--- src/rtl/fetch_unit.sv ---
// fetch_unit: owns the program counter, looks up the instruction cache and
// buffers hits in a small in-order {pc, instr} queue drained by decode.
// Redirects reload the PC and discard queued work; fence.i produces a
// one-cycle cache flush pulse and a short two-cycle fetch pause.
module fetch_unit #(
  parameter int                    ADDR_WIDTH  = 64,
  parameter logic [ADDR_WIDTH-1:0] RESET_PC    = '0,
  parameter int                    QUEUE_DEPTH = 4
) (
  input  logic                  clk,
  input  logic                  reset_n,
  output logic [ADDR_WIDTH-1:0] icache_addr,
  input  logic [31:0]           icache_instr,
  input  logic                  icache_valid,
  output logic                  icache_stall,
  output logic                  icache_flush,
  input  logic                  redirect_valid,
  input  logic [ADDR_WIDTH-1:0] redirect_pc,
  input  logic                  fence_i,
  output logic                  out_valid,
  input  logic                  out_ready,
  output logic [ADDR_WIDTH-1:0] out_pc,
  output logic [31:0]           out_instr,
  output logic [31:0]           miss_cycles
);

  localparam int PTR_W = $clog2(QUEUE_DEPTH);

  typedef enum logic [2:0] {BOOT, FETCH, MISS, FULL, FLUSHING} state_t;

  state_t                state_reg, state_next;
  logic [ADDR_WIDTH-1:0] pc_reg, pc_next;
  logic [PTR_W:0]        wr_ptr_reg, wr_ptr_next;
  logic [PTR_W:0]        rd_ptr_reg, rd_ptr_next;
  logic                  flush_cnt_reg, flush_cnt_next;
  logic [31:0]           miss_cycles_reg;

  logic [ADDR_WIDTH-1:0] q_pc    [QUEUE_DEPTH];
  logic [31:0]           q_instr [QUEUE_DEPTH];
  logic [QUEUE_DEPTH-1:0] wr_en;

  logic push, pop, full, empty, can_push;
  logic [PTR_W-1:0] wr_idx, rd_idx;

  assign wr_idx   = wr_ptr_reg[PTR_W-1:0];
  assign rd_idx   = rd_ptr_reg[PTR_W-1:0];
  assign empty    = (wr_ptr_reg == rd_ptr_reg);
  assign full     = (wr_idx == rd_idx) && (wr_ptr_reg[PTR_W] != rd_ptr_reg[PTR_W]);
  assign pop      = out_valid & out_ready;
  assign can_push = !full | pop;

  // Head of queue is exposed combinationally; an empty queue shows zeros.
  assign out_valid   = !empty;
  assign out_pc      = empty ? '0 : q_pc[rd_idx];
  assign out_instr   = empty ? '0 : q_instr[rd_idx];

  assign icache_addr  = pc_reg;
  assign icache_stall = (state_reg == BOOT) | (state_reg == FULL) |
                        (state_reg == FLUSHING) | full;
  assign icache_flush = (state_reg == FLUSHING) && !flush_cnt_reg;
  assign miss_cycles  = miss_cycles_reg;

  // Queue storage: one register pair per entry, written only when the
  // write pointer selects it.
  generate
    for (genvar gi = 0; gi < QUEUE_DEPTH; gi++) begin : g_entry
      logic [ADDR_WIDTH-1:0] pc_q;
      logic [31:0]           instr_q;

      assign wr_en[gi]   = push && (wr_idx == PTR_W'(gi));
      assign q_pc[gi]    = pc_q;
      assign q_instr[gi] = instr_q;

      // Capture the fetched pair when this entry is the write target.
      always_ff @(posedge clk or negedge reset_n) begin
        if (!reset_n) begin
          pc_q    <= '0;
          instr_q <= '0;
        end else if (wr_en[gi]) begin
          pc_q    <= pc_reg;
          instr_q <= icache_instr;
        end
      end
    end
  endgenerate

  // Next-state, PC and push decision; redirect beats fence.i beats fetch.
  always_comb begin
    state_next     = state_reg;
    pc_next        = pc_reg;
    flush_cnt_next = flush_cnt_reg;
    push           = 1'b0;
    if (redirect_valid) begin
      pc_next        = {redirect_pc[ADDR_WIDTH-1:2], 2'b00};
      state_next     = FETCH;
      flush_cnt_next = 1'b0;
    end else if (fence_i) begin
      state_next     = FLUSHING;
      flush_cnt_next = 1'b0;
    end else begin
      case (state_reg)
        BOOT: state_next = FETCH;
        FETCH, MISS: begin
          if (!icache_valid) begin
            state_next = MISS;
          end else if (can_push) begin
            push       = 1'b1;
            pc_next    = pc_reg + ADDR_WIDTH'(4);
            state_next = FETCH;
          end else begin
            state_next = FULL;
          end
        end
        FULL: begin
          if (can_push) begin
            if (icache_valid) begin
              push       = 1'b1;
              pc_next    = pc_reg + ADDR_WIDTH'(4);
              state_next = FETCH;
            end else begin
              state_next = MISS;
            end
          end
        end
        FLUSHING: begin
          if (flush_cnt_reg) state_next = FETCH;
          else               flush_cnt_next = 1'b1;
        end
        default: state_next = BOOT;
      endcase
    end
  end

  // Pointer updates; a redirect empties the queue and drops any pop.
  always_comb begin
    wr_ptr_next = wr_ptr_reg + (PTR_W+1)'(push);
    rd_ptr_next = rd_ptr_reg + (PTR_W+1)'(pop);
    if (redirect_valid) begin
      wr_ptr_next = '0;
      rd_ptr_next = '0;
    end
  end

  // State, PC, pointer and flush-counter registers.
  always_ff @(posedge clk or negedge reset_n) begin
    if (!reset_n) begin
      state_reg     <= BOOT;
      pc_reg        <= RESET_PC;
      wr_ptr_reg    <= '0;
      rd_ptr_reg    <= '0;
      flush_cnt_reg <= 1'b0;
    end else begin
      state_reg     <= state_next;
      pc_reg        <= pc_next;
      wr_ptr_reg    <= wr_ptr_next;
      rd_ptr_reg    <= rd_ptr_next;
      flush_cnt_reg <= flush_cnt_next;
    end
  end

  // Count every cycle spent in MISS, saturating at all ones.
  always_ff @(posedge clk or negedge reset_n) begin
    if (!reset_n) begin
      miss_cycles_reg <= '0;
    end else if (state_reg == MISS && miss_cycles_reg != 32'hFFFF_FFFF) begin
      miss_cycles_reg <= miss_cycles_reg + 32'd1;
    end
  end

endmodule

--- config.mk ---
export PLATFORM = sky130hd
export DESIGN_NAME = fetch_unit
export DESIGN_NICKNAME = d
export VERILOG_FILES = /design/src/rtl/fetch_unit.sv
export SDC_FILE = /design/constraint.sdc
export NUM_CORES = 1
export LEC_CHECK = 0
export ABC_AREA = 1
export CAP_MARGIN = 20
export CORE_ASPECT_RATIO = 1.5
export CORE_UTILIZATION = 49
export DETAILED_ROUTE_END_ITERATION = 7
export PLACE_DENSITY = 0.79
export RECOVER_POWER = 100
export SLEW_MARGIN = 20
export SYNTH_ARGS = -nofsm -noshare
export SYNTH_HDL_FRONTEND = slang
export SYNTH_SLANG_ARGS = --single-unit
--- constraint.sdc ---
create_clock -name clk -period 5.53 [get_ports clk]
set_input_delay 1.106 -clock clk [delete_from_list [all_inputs] [get_ports clk]]
set_output_delay 1.106 -clock clk [all_outputs]
set_load 0.02 [all_outputs]
==> impl_metrics.ini, run 1 <==
[outcome]
status = finished with violations
violations = max-capacitance violations, max-slew violations

[clock_network]
clk_pin_slew_ns = 0.07
cts_resized = 0
cts_sinks = 480
cts_root_buf = clkbuf_16
cts_setup_buffers = 0
cts_tree = built
clock_latency_ns = 0.59
cts_hold_buf = 0
clockBufferDepth = 3
htreeDepth = 2
cts_buffers = 46

[layout]
final_area_sq_um = 29000
fin_cells = 4161
top_register = g_entry.pc_q
area_growth_pct = 18.9
utilization = 0.592
register_area_sq_um = 12000
largest_reg_flops = 248
fillers = 4478
finalNetCount = 3575
diodes = 0
multiInputGateArea_sq_um = 10400
drive_gt1_frac = 0.0334

[route]
wl_per_cell_microns = 17.7
drtIter0Drc = 1766
drc = 0
postRouteAntennaNets = 0
detailroute.via_count = 23100
postRouteWirelength_microns = 73600
drtPass1Iterations = 6
vias_per_cell = 5.56

[placed_design]
gp_congestion = 1.08
hpwl_microns = 48300
placed_area_sq_um = 27500
port_buffers = 290
dp.cells = 4075
dp_slack_ns = 1.34

[power_and_ir_drop]
switching_share = 0.306
power_mw = 9.10
clock_power_share = 0.365
seq_power_share = 0.454
leakage_nw = 14.5
powerDensity_nw_per_um2 = 314
p_int_mw = 6.32
p_sw_mw = 2.78
power_frac_comb = 0.181
max-vdd-ir-drop_uv = 231

[synth]
netlist_area_sq_um = 24400
synth_common_cells = 945 x nand2_1, 607 x o21ai_0, 480 x dfrtp_1, 449 x nor2_1, 277 x inv_1
synth_top_area_frac = 0.493
synth_edf_count = 0
ys_seq_elements = 480
avgSynthCellArea_sq_um = 7.41
synth_ff_type = dfrtp_1
yosysWarnings = 0
ys_seq_area_frac = 0.493
synth_top_area_cell = dfrtp_1
synth_top_cells_by_area = dfrtp_1 49%, nand2_1 15%, o21ai_0 12%
async_reset_ff_frac = 1.00
synth.most_common_cell = nand2_1
yosysUniqueCellTypes = 34
syn_inst = 3289

[setup_path]
crit_fanout = 85
crit_type = register to output pin
r2r_slack_ns = 0.79
rr_worst_depth = 10
crit_path_start_kind = register
crit_required_ns = 4.42
crit_start = rd_ptr_reg[0]
cp-end-kind = output pin
worstReg2RegStart = rd_ptr_reg[0]
worst_r2r_endpoint = g_entry[2].pc_q[6]
arrival_ns = 3.89

[timing]
tns_ns = 0
setup_violations = 0
maxSlewHeadroom = -0.650
fin_ws_ns = 0.532
drv_slew = 735
whs_ns = 0.477
finalCritPeriodShare = 0.904
worst_pin_slew_ns = 2.47
min_period_ns = 5.00
hold_viol = 0
grt_setup_unrepaired = no
skew_ns = 0.0298
max_freq_mhz = 200

[min_path]
min_from = g_entry[2].pc_q[61]
holdPathStages = 2
holdPathEnd = g_entry[2].pc_q[61]
hold_class = register to register

[global_route]
grt_max_degree = 189
grt_pass1_vias = 21800
grt_overflow_total = 0
antenna_found_initial = 0
grt_pass1_wl_microns = 116000
track_usage = 0.292

[floorplan]
fp.dieW_microns = 184
start_util = 0.498
dieArea_sq_um = 50600
io_pins = 297
row_count = 99
core_area_sq_um = 48900
fp.dieH_microns = 275

[job]
maxCapViolations = 10
-- worst max-delay path: stages (launching register included) --
cell and delay, ns:
dfrtp_4 1.04, nand2_1 0.15, a21oi_1 0.41, nand2_4 0.51, buf_12 0.39, nand2_1 0.09, inv_1 0.03, dlygate4sd3_1 0.66
-- power by group through the flow --
stage / logic [mW] / clock network (mW) / registers [mW]
final: 1.65 / 3.32 / 4.13
after global placement: 1.67 / 0 / 4.17
after global routing: 1.83 / 3.51 / 4.17
after detailed placement: 1.69 / 0 / 4.18
after floorplan: 0.909 / 0 / 4.18
after CTS: 1.70 / 3.36 / 4.12
-- worst max-delay path by stage --
| stage | slack, ns | endpoint | cells after the start |
|---|---|---|---|
| floorplan | 2.81 | out_instr[23] | 8 |
| global placement | 1.38 | out_pc[32] | 7 |
| detailed placement | 1.34 | out_pc[32] | 7 |
| CTS | 0.71 | out_pc[32] | 7 |
| global route | 0.28 | out_pc[32] | 7 |
| finish | 0.53 | out_pc[32] | 7 |
-- layout make-up --
type                            instances  area share
Clock buffer                           61      0.0451
Sequential cell                       480       0.415
Tap cell                              656      0.0283
Inverter                              281      0.0366
Timing Repair Buffer                  313       0.106
Multi-Input combinational cell       2345       0.359
Clock inverter                         25      0.0101
-- cells in the final DEF (no fill, tap or decap), drive strengths merged, types with 33 or more instances in the layout --
cell type	count
nand4	33
o22ai	94
clkdlybuf4s50	97
dlygate4sd3	191
nand2	948
clkbuf	76
o21ai	630
dfrtp	480
nor2	453
nand3	89
inv	284
-- logic make-up (layout without fill, tap and decap cells) --
logic type / after synthesis / in the layout / share of synthesized area
simple gates: 1550 / 1550 / 0.251
fa+ha+maj: 6 / 6 / 0.00308
other cells: 1 / 4 / 0.000154
xor+xnor: 32 / 32 / 0.0115
flops: 480 / 480 / 0.493
compound gates: 753 / 753 / 0.161
buf+inv: 467 / 680 / 0.0805
-- routing by layer --
metal,vias to the layer above,share of wire,track usage
li1,10900,-,-
met1,11000,0.39,0.359
met2,995,0.49,0.497
met3,223,0.066,0.0339
met4,0,0.062,0.173
met5,-,0,0
No activity file was read; power rests on OpenSTA's default activity.
==> run 2, diff against run 1 <==
Settings changed: ABC_CLOCK_PERIOD_IN_PS from default to 5530.
==> results of run 2 <==
No change in the layout: final DEF, timing and power equal those of run 1.
